$ cat src/rtl/udcnt_pkg.sv
// Shared definitions for the up/down counter SFR: count mode constants and
// the per-edge operation encoding produced by the priority decode.
package udcnt_pkg;

  localparam logic MODE_WRAP = 1'b0;
  localparam logic MODE_SAT  = 1'b1;

  typedef enum logic [1:0] {
    OP_HOLD = 2'd0,
    OP_LOAD = 2'd1,
    OP_UP   = 2'd2,
    OP_DOWN = 2'd3
  } op_e;

endpackage : udcnt_pkg

$ cat src/rtl/udcnt_next.sv
// Next-count datapath: step arithmetic against the registered limit, with
// wrap/saturate handling and overflow/underflow event strobes. Purely combinational.
module udcnt_next
  import udcnt_pkg::*;
#(
  parameter int unsigned WIDTH  = 8,
  parameter int unsigned STEP_W = 4
) (
  input  logic [WIDTH-1:0]  q,
  input  logic [WIDTH-1:0]  limit_q,
  input  logic [STEP_W-1:0] step,
  input  op_e               op,
  input  logic              mode_sat,
  output logic [WIDTH-1:0]  q_next,
  output logic              ovf_set,
  output logic              unf_set
);

  logic [WIDTH:0] step_x;
  logic [WIDTH:0] sum;

  // One extra bit so q + step never aliases back below the limit.
  assign step_x = {{(WIDTH + 1 - STEP_W){1'b0}}, step};
  assign sum    = {1'b0, q} + step_x;

  always_comb begin
    q_next  = q;
    ovf_set = 1'b0;
    unf_set = 1'b0;
    case (op)
      OP_UP: begin
        if (sum <= {1'b0, limit_q}) begin
          q_next = sum[WIDTH-1:0];
        end else begin
          ovf_set = 1'b1;
          q_next  = (mode_sat == MODE_SAT) ? limit_q : '0;
        end
      end
      OP_DOWN: begin
        if (step_x <= {1'b0, q}) begin
          q_next = q - step_x[WIDTH-1:0];
        end else begin
          unf_set = 1'b1;
          q_next  = (mode_sat == MODE_SAT) ? '0 : limit_q;
        end
      end
      default: begin
        q_next = q;
      end
    endcase
  end

endmodule : udcnt_next

$ cat src/rtl/ud_counter_sfr_gen.sv
// Up/down counter SFR with programmable step and limit, wrap/saturate, terminal
// counts and sticky flags. Optional capture register under UDCNT_CAPTURE_EN.
module ud_counter_sfr_gen
  import udcnt_pkg::*;
#(
  parameter int unsigned      WIDTH     = 8,
  parameter int unsigned      STEP_W    = 4,
  parameter logic [WIDTH-1:0] RESET_VAL = '0
) (
  input  logic              clk,
  input  logic              rst,
  input  logic              en,
  input  logic              ld,
  input  logic [WIDTH-1:0]  d,
  input  logic              incr,
  input  logic              decr,
  input  logic [STEP_W-1:0] step,
  input  logic              limit_ld,
  input  logic [WIDTH-1:0]  limit_d,
  input  logic              mode_sat,
  input  logic              flag_clr,
  output logic [WIDTH-1:0]  q,
  output logic [WIDTH-1:0]  limit_q,
  output logic              tc_up,
  output logic              tc_dn,
  output logic              ovf,
  output logic              unf
`ifdef UDCNT_CAPTURE_EN
  ,
  input  logic              cap,
  output logic [WIDTH-1:0]  cap_q
`endif
);

  op_e              op;
  logic [WIDTH-1:0] q_next;
  logic             ovf_set;
  logic             unf_set;
  logic             step_nz;

  assign step_nz = (step != '0);

  // A zero step or simultaneous incr/decr is a plain hold and raises no flags.
  always_comb begin
    op = OP_HOLD;
    if (ld) begin
      op = OP_LOAD;
    end else if (en && incr && !decr && step_nz) begin
      op = OP_UP;
    end else if (en && decr && !incr && step_nz) begin
      op = OP_DOWN;
    end
  end

  udcnt_next #(
    .WIDTH  (WIDTH),
    .STEP_W (STEP_W)
  ) u_next (
    .q        (q),
    .limit_q  (limit_q),
    .step     (step),
    .op       (op),
    .mode_sat (mode_sat),
    .q_next   (q_next),
    .ovf_set  (ovf_set),
    .unf_set  (unf_set)
  );

  always_ff @(posedge clk or posedge rst) begin
    if (rst) begin
      q <= RESET_VAL;
    end else if (op == OP_LOAD) begin
      q <= d;
    end else begin
      q <= q_next;
    end
  end

  always_ff @(posedge clk or posedge rst) begin
    if (rst) begin
      limit_q <= '1;
    end else if (limit_ld) begin
      limit_q <= limit_d;
    end
  end

  // A fresh event in the same cycle as flag_clr keeps the flag set.
  always_ff @(posedge clk or posedge rst) begin
    if (rst) begin
      ovf <= 1'b0;
      unf <= 1'b0;
    end else begin
      ovf <= ovf_set | (ovf & ~flag_clr);
      unf <= unf_set | (unf & ~flag_clr);
    end
  end

  assign tc_up = (q == limit_q);
  assign tc_dn = (q == '0);

`ifdef UDCNT_CAPTURE_EN
  always_ff @(posedge clk or posedge rst) begin
    if (rst) begin
      cap_q <= '0;
    end else if (cap) begin
      cap_q <= q;
    end
  end
`endif

endmodule : ud_counter_sfr_gen

$ cat config.mk
export PLATFORM = sky130hd
export DESIGN_NAME = ud_counter_sfr_gen
export DESIGN_NICKNAME = d
export VERILOG_FILES = /design/src/rtl/udcnt_pkg.sv /design/src/rtl/udcnt_next.sv /design/src/rtl/ud_counter_sfr_gen.sv
export SDC_FILE = /design/constraint.sdc
export NUM_CORES = 1
export LEC_CHECK = 0
export ABC_CLOCK_PERIOD_IN_PS = 5800
export BUFFER_PORTS_ARGS = -buffer_cell sky130_fd_sc_hd__buf_2
export CAP_MARGIN = 20
export CORE_UTILIZATION = 51
export CTS_CLUSTER_DIAMETER = 150
export DETAILED_ROUTE_END_ITERATION = 7
export GPL_TIMING_DRIVEN = 0
export PLACE_DENSITY = 0.76
export SYNTH_ARGS = -nofsm -noshare
export SYNTH_HDL_FRONTEND = slang
export SYNTH_SLANG_ARGS = --single-unit
export TNS_END_PERCENT = 10
$ cat constraint.sdc
create_clock -name clk -period 5.8 [get_ports clk]
set_input_delay 1.16 -clock clk [delete_from_list [all_inputs] [get_ports clk]]
set_output_delay 1.16 -clock clk [all_outputs]
set_load 0.005 [all_outputs]
==> After elaboration in Yosys (flattened, before gate mapping) <==
Index checks and enable logic that the tools add are counted.
{ "totals": {"ff_bits": 18, "input_bits": 29} }
{ "op_classes": {"add_sub_neg": 2, "magnitude_cmp": 2, "eq_ne": 4, "n_mux": 13, "bitwise_logic": 5, "reduce_logical": 11} }
{ "ops": {"columns": ["operator", "count"], "rows": [
  ["2-to-1 mux 8 bit", 5],
  ["one-hot mux 8 bit (2 select lines)", 1],
  ["adder 8 x 4 -> 9 bit", 1],
  ["<= comparator 9 x 8 -> 1 bit", 1],
  ["equality test 8 bit", 1],
  ["<= comparator 4 x 8 -> 1 bit", 1],
  ["logical NOT 8 bit", 1],
  ["subtractor 8 x 4 -> 8 bit", 1],
  ["logical AND 1 bit", 6],
  ["2-to-1 mux 2 bit", 3],
  ["equality test 2 bit, second input constant", 2],
  ["2-to-1 mux 1 bit", 4],
  ["nonzero test 4 bit", 1],
  ["nonzero test 3 bit", 1],
  ["AND 1 bit", 2],
  ["equality test 2 x 1 -> 1 bit, second input constant", 1],
  ["logical NOT 1 bit", 2],
  ["bitwise OR 1 bit", 2],
  ["inverter 1 bit", 1]
]} }

==> Logic depth before layout (Yosys ltp) <==
Gate-level depths: netlist (run 1).
{ "logic_depth": {"word_depth": 9, "ltp_mapped": 15} }

==> Modules after synthesis <==
From an unflattened synthesis (run 1), not the netlist that was laid out.
{ "hier_totals": {"cells_unflattened": 207, "hier_area_um2": 1884.3} }
{ "by_module_without_submodules": {"columns": ["module", "instances", "cells_per_inst", "area_per_inst_um2"], "rows": [
  ["udcnt_next", 1, 147, 1063.5],
  ["ud_counter_sfr_gen", 1, 60, 820.8]
]} }

==> Least setup slack after synthesis (run 1) <==
OpenSTA, ideal clock, no wires.
{ "synth_path": {"path_type": "input port to flip-flop", "from": "input step[2]", "to": "register q[0]", "setup_time_ns": 0.126, "t_arrival_ns": 3.731, "setup_slack_ns": 1.943, "path_stages": 15, "n_path_buf": 1, "path_cell_list": "inv_1 -> ha_1 -> buf_6 -> nor3b_2 -> o31a_1 -> o2111a_1 -> o22ai_1 -> inv_1 -> ha_1 -> nand4_1 -> or2_2 -> o211ai_2 -> nand2_4 -> mux2i_1 -> a221o_1"} }
{ "synth_between": {"elab_chain_len": 8, "word_cells_on_any_way": 17, "classes_between": "add/sub (1); order compare (2); eq/ne (3); mux (7); reduce/logical (4)"} }
{ "synth_rtl": {"columns": ["element", "line_no", "rtl"], "rows": [
  ["start: declaration", "ud_counter_sfr_gen.sv:17", "input logic [STEP_W-1:0] step,"],
  ["branches (longest 8 deep; another with adder 8 x 4 -> 9 bit)", null, null],
  ["end signal: assignment", "ud_counter_sfr_gen.sv:75", "q <= q_next;"],
  ["end: declaration", "ud_counter_sfr_gen.sv:22", "output logic [WIDTH-1:0] q,"]
]} }
Parallel ways; which one is timed is not known.
A chain may end at the register's enable or synchronous reset.

==> Worst setup path after layout (run 1) <==
{ "layout_path": {"from": "input step[2]", "to": "register q[3]"} }
Same word-level chain as after synthesis.

==> results of run 1 <==
-- sequential cells by signal, summed over array words and instances (netlist names) --
signal   flops
ovf          1
limit_q      8
q            8
unf          1
-- final timing paths --
check                             to    start
worst max-delay path            q[3]  step[2]
worst min-delay path             ovf      ovf
worst max register to register  q[3]     q[2]
worst min register to register   ovf      ovf
max in group asynchronous       q[3]      rst
min in group asynchronous       q[5]      rst
-- cells by family (layout without fill, tap and decap cells) --
kind of cell,after synthesis,count (layout)
compound gates,72,72
simple gates,71,71
buf+inv,29,81
fa+ha+maj,18,18
flops,18,18
xor+xnor,14,14
mux,4,4
-- Yosys cell counts, types with 4 or more instances --
master,n,area share
ha_1,16,0.10
nand2_1,18,0.035
xnor2_1,11,0.050
nor3_1,4,0.010
dfstp_2,8,0.11
o21a_1,5,0.019
o22ai_1,4,0.013
dfrtp_1,10,0.13
a21oi_1,10,0.026
nand2b_1,5,0.016
nand4_1,8,0.026
o21ai_0,15,0.039
nor2_1,10,0.019
or2_2,4,0.013
inv_1,18,0.035
-- power groups by stage --
stage | Sequential (mW) | Combinational [mW] | Clock [mW]
after CTS | 0.169 | 0.374 | 0.108
after global placement | 0.170 | 0.366 | 0
final | 0.169 | 0.381 | 0.106
after detailed placement | 0.171 | 0.371 | 0
after global routing | 0.171 | 0.419 | 0.112
after floorplan | 0.167 | 0.272 | 0
-- area by class of cell --
type | instances | area (um2)
Multi-Input combinational cell | 179 | 1350
Clock buffer | 4 | 55.1
Inverter | 20 | 75.1
Tap cell | 48 | 60.1
Timing Repair Buffer | 48 | 240
Buffer | 9 | 53.8
Sequential cell | 18 | 460
Fill cell | 330 | 1370
-- routing by layer --
layer,GRT usage,wire [um],vias up
met5,0,0,-
li1,-,-,934
met2,0.447,2430,94
met1,0.390,2410,905
met4,0.0597,63,0
met3,0.0471,392,7
-- worst max-delay path: cells and delay by family --
family / cells / cell delay, ns
simple gates: 4 / 0.64
fa+ha+maj: 2 / 0.61
compound gates: 6 / 1.44
buf+inv: 4 / 0.40
==> run metrics, run 1 <==
fraction of synthesized cell area in xor and xnor cells 0.0633; Initial DRT Pass Iterations 5; vias per std cell 5.95; routability cong. 0.966; Gates resized, CTS repair 0; leakage 1.02 nW; final setup slack of the worst path 1.66 ns; count of flip-flops with a built-in enable after synthesis 0; net total in the final layout 326; internal reg-to-reg setup slack 2.22 ns; core area 3660 um2; shortest period the worst path allows 4.14 ns; count of H-tree levels built during CTS 1; main flop type after synthesis dfrtp_1; max-cap violations 0; average wire length per cell after detail routing 16.3 um; total count of hold-check failures in the final report 0; Hold Path Stages 1; total of warnings raised by yosys 0; Post-CTS Repair Setup Buffers 0; global routing usage summed across all routing layers 0.279; Switching Fraction 0.436; internal power of the cells 370 uW; count of antenna-violating nets left after detailed routing 0; die width 63.6 um; fraction of the yosys area taken by sequential cells 0.238; data required time at the worst endpoint 5.93 ns; synthesized area 1940 um2; critical path class in2reg; type of destination of the critical path register; data arrival time of the worst path 4.26 ns; Total Power Consumption 656 uW; portion of total power attributed to combinational logic 0.580; critical-path cell list buf_2 > inv_1 > ha_1 > buf_6 > nor3b_2 > o31a_1 > o2111a_1 > o22ai_1 > inv_1 > ha_1 > nand4_1 > or2_2 > o211ai_2 > nand2_4 > a41oi_1 > a31oi_1; Via Count 1940; type of the worst min-delay path reg2reg; final setup TNS 0 ns; buffer levels on the longest clock path 2; clock power share 0.162; number of failing setup endpoints in the final timing report 0; maximum number of pins on one net before global-route repair 19; number of buffers inserted by hold repair at cts 0; insertion delay of the later-clocked pin in the worst-skew pair 0.26 ns; final worst clock skew 0.00577 ns; Power Density 286 nW/um2; part of the power in registers 0.257; first-pass GRT wire length 8810 um; instance area at placement 2240 um2; number of storage elements in the synthesis netlist 18; synthesized-area fraction occupied by and/or/nand/nor cells 0.207; path depth of the worst reg2reg path 14; multiplexer area fraction after synthesis 0.0213; number of DRC violations after detailed routing 0; synthesized-area fraction occupied by ao, oa, aoi and oai cells 0.280; Max Fanout on Critical Path 9; number of library cell types mapped by synthesis 64; share of flip-flops with an asynchronous set or reset 1.00; CTS Root Buffer Type clkbuf_8; master of the slowest instance on the critical path a41oi_1; Clk pin slew, worst setup/hold paths 0.07 ns; Placed Cells 322; largest family of logic cells by synthesized area compound AO/OA/AOI/OAI gates; Synth Area per Inst 8.57 um2; clock tree from TritonCTS done; Synthesized Nets 273; Worst Hold Slack 0.506 ns; number of design-rule violations left by the first detailed-router iteration 131; setup repair after global routing missed its margin no; number of global-route vias before repair 1766; final standard cell area without fillers 2290 um2; number of cells in the finished layout apart from fillers 326; number of placed I/O pins 49; leading cell types in the layout, fill and taps excluded 51 x buf_2, 18 x inv_1, 18 x nand2_1, 16 x ha_1, 15 x o21ai_0; post-synthesis adder-cell area fraction 0.124; share of final-layout standard cells stronger than drive strength 1 0.317; placed wire-length estimate 4250 um; Sink Count 18; final period utilization 0.713; Port Buf Inserts 48; switching power 286 uW; Fmax achieved 242 MHz; ANT cells 0; initial standard-cell utilization of the core 0.529; Final Core Density 0.626; Tightest Pin Transition 0.703 ns; most common library cell in the layout ignoring fill and taps buf_2; TritonCTS buffer count 3; setup slack at placement 1.45 ns; initial antenna violation count 0; run status complete, no violations; Die Y 63.6 um; relative slew slack 0.531; synthesized netlist cell count 226; Std-Cell Rows 22; largest voltage drop on the vdd net 0.187 mV; sum of routed wire length over all layers 5300 um; Remaining Overflow, GRT 0; crit start category input pin; maximum single-stage delay on the critical path 0.36 ns; Die ar. 4050 um2; P&R area growth vs syn 18.3%; max-slew violations 0
Note: power is estimated with default switching activity, not from simulation.
==> run 2: changes to the inputs <==
--- a/config.mk
+++ b/config.mk
@@ -5,10 +5,10 @@
 export SDC_FILE = /design/constraint.sdc
 export NUM_CORES = 1
 export LEC_CHECK = 0
-export ABC_CLOCK_PERIOD_IN_PS = 5800
+export ABC_CLOCK_PERIOD_IN_PS = 3450
 export BUFFER_PORTS_ARGS = -buffer_cell sky130_fd_sc_hd__buf_2
 export CAP_MARGIN = 20
-export CORE_UTILIZATION = 51
+export CORE_UTILIZATION = 49
 export CTS_CLUSTER_DIAMETER = 150
 export DETAILED_ROUTE_END_ITERATION = 7
 export GPL_TIMING_DRIVEN = 0
==> constraint.sdc (replaced) <==
create_clock -name clk -period 3.45 [get_ports clk]
set_input_delay 0.69 -clock clk [delete_from_list [all_inputs] [get_ports clk]]
set_output_delay 0.69 -clock clk [all_outputs]
set_load 0.005 [all_outputs]
==> run 2 against run 1 <==
Cell count up 1.2%. Clock-buffer cell count did not move. Critical endpoint is now q[0]. First-iteration DRC count grew 20%. Sequential power increased by 67%.
==> run metrics, run 2 (synthesis gave the netlist of run 1 again) <==
Switching Fraction 0.430 (-0.00605); setup slack at placement -0.379 ns (-1.83 ns); Max Fanout on Critical Path 7 (-2); insertion delay of the later-clocked pin in the worst-skew pair 0.25 ns (about the same); relative slew slack 0.515 (-0.0155); leakage 1.05 nW (+2.0%); Clk pin slew, worst setup/hold paths 0.07 ns (about the same); portion of total power attributed to combinational logic 0.607 (+0.027); net total in the final layout 330 (+1.2%); type of destination of the critical path register; Die ar. 4210 um2 (+4.0%); placed wire-length estimate 4320 um (+1.7%); number of placed I/O pins 49 (unchanged); share of final-layout standard cells stronger than drive strength 1 0.337 (+0.0203); leading cell types in the layout, fill and taps excluded 51 x buf_2, 18 x nand2_1, 17 x inv_1, 15 x o21ai_0, 15 x ha_1; crit start category input pin; largest registers limit_q (8), q (8); data required time at the worst endpoint 3.59 ns (-2.34 ns); ANT cells 0 (unchanged); Die Y 64.9 um (+2.0%); vias per std cell 5.95 (about the same); run status complete, no violations; global routing usage summed across all routing layers 0.280 (+0.000294); count of H-tree levels built during CTS 1 (unchanged); max-cap violations 0 (unchanged); Remaining Overflow, GRT 0 (unchanged); number of DRC violations after detailed routing 0 (unchanged); Tightest Pin Transition 0.727 ns (+0.0233 ns); internal power of the cells 666 uW (+80%); final worst clock skew 0.000855 ns (-0.00492 ns); number of failing setup endpoints in the final timing report 0 (unchanged); type of the worst min-delay path reg2reg; TritonCTS buffer count 3 (unchanged); largest voltage drop on the vdd net 0.267 mV (+43%); Power Density 497 nW/um2 (+74%); initial antenna violation count 0 (unchanged); Port Buf Inserts 48 (unchanged); shortest period the worst path allows 3.39 ns; initial standard-cell utilization of the core 0.521 (-0.00784); Fmax achieved 295 MHz; switching power 502 uW (+76%); most common library cell in the layout ignoring fill and taps buf_2; clock power share 0.151 (-0.011); number of design-rule violations left by the first detailed-router iteration 157 (+20%); part of the power in registers 0.242 (-0.015); final setup slack of the worst path 0.0561 ns (-1.61 ns); Worst Hold Slack 0.512 ns (+0.00605 ns); CTS Root Buffer Type clkbuf_8; Std-Cell Rows 22 (unchanged); Sink Count 18 (unchanged); Via Count 1964 (+1.2%); buffer levels on the longest clock path 2 (unchanged); number of cells in the finished layout apart from fillers 330 (+1.2%); average wire length per cell after detail routing 16.6 um (+2.1%); total count of hold-check failures in the final report 0 (unchanged); clock tree from TritonCTS done; routability cong. 0.927 (-4.0%); count of antenna-violating nets left after detailed routing 0 (unchanged); core area 3720 um2 (+1.5%); die width 64.9 um (+2.0%); Initial DRT Pass Iterations 4 (-1); data arrival time of the worst path 3.53 ns (-0.73 ns); P&R area growth vs syn 21.3%; final period utilization 0.984; sum of routed wire length over all layers 5480 um (+3.4%); maximum number of pins on one net before global-route repair 19 (unchanged); max-slew violations 0 (unchanged); Placed Cells 322 (unchanged); critical path class in2reg; number of global-route vias before repair 1957 (+11%); first-pass GRT wire length 9030 um (+2.4%)
==> run 2: cell count changes in the layout (fill, tap and decap cells not counted) <==
cell and change:
buf_4 +4, ha_1 -1, ha_4 +1, inv_1 -1
inv_2 +1, o211ai_2 -1, o211ai_4 +1, o22ai_1 -1
o22ai_2 +1
==> run 2: through the flow <==
| stage | TNS [ns] | utilization | area, um2 | power, mW |
|---|---|---|---|---|
| after detailed placement | -2.60 | 0.602 | 2240 | 0.914 |
| after global placement | -2.50 | 0.602 | 2240 | 0.911 |
| after CTS | 0 | 0.623 | 2310 | 1.12 |
| after floorplan | 0 | - | 1940 | 0.739 |
| after global routing | -0.0467 | 0.632 | 2350 | 1.24 |
| final | 0 | 0.632 | 2350 | 1.17 |
==> run 2: critical path, cell delays in order <==
cell and delay [ns]:
buf_2 0.12, inv_1 0.05, ha_1 0.28, buf_6 0.12, nor2b_1 0.06, o31a_1 0.32, o2111a_1 0.26, o22ai_2 0.17
inv_2 0.08, ha_4 0.28, nand4_1 0.08, or2_2 0.32, o211ai_4 0.10, nand2_4 0.12, mux2i_1 0.13, a221o_1 0.32
==> run 2: final cells by class <==
| type | instances | area, um2 |
|---|---|---|
| clock buffers | 4 | 55.1 |
| fillers | 336 | 1370 |
| flip-flops and latches | 18 | 460 |
| inverters | 20 | 75.1 |
| multi-input cells | 179 | 1380 |
| repair buffers | 52 | 270 |
| plain buffers | 9 | 53.8 |
| well taps | 48 | 60.1 |
==> run 2: power by group through the flow <==
| stage | combinational, mW | sequential (mW) | clock [mW] |
|---|---|---|---|
| detailed placement | 0.629 | 0.285 | 0 |
| CTS | 0.661 | 0.281 | 0.180 |
| floorplan | 0.457 | 0.281 | 0 |
| finish | 0.709 | 0.282 | 0.177 |
| global placement | 0.628 | 0.283 | 0 |
| global route | 0.768 | 0.287 | 0.189 |
==> run 2: what timing repair did <==
| item | in CTS | in global routing |
|---|---|---|
| buffers inserted | 1 | 3 |
| endpoints found under the setup margin | 6 | 7 |
| endpoints found under the hold margin | 0 | 0 |
| gates resized for setup | 2 | 2 |
| hold buffers | 0 | 0 |
| pin swaps | 2 | 3 |
==> run 2: path summary, 6_finish.rpt <==
| path | end | slack (ns) | from | cells past startpoint |
|---|---|---|---|---|
| worst max register to register | q[0] | 0.13 | q[2] | 14 |
| worst min register to register | unf | 0.51 | unf | 1 |
| min in group asynchronous | q[5] | 0.55 | rst | 2 |
| worst max-delay path | q[0] | 0.06 | step[2] | 16 |
| worst min-delay path | unf | 0.51 | unf | 1 |
| max in group asynchronous | q[6] | 2.45 | rst | 2 |
==> run 2: metal layers <==
layer	GRT usage	up-vias	wire, um
li1	-	944	-
met1	0.371	925	2460
met2	0.475	89	2620
met3	0.0352	6	359
met4	0.0722	0	54
met5	0	-	0
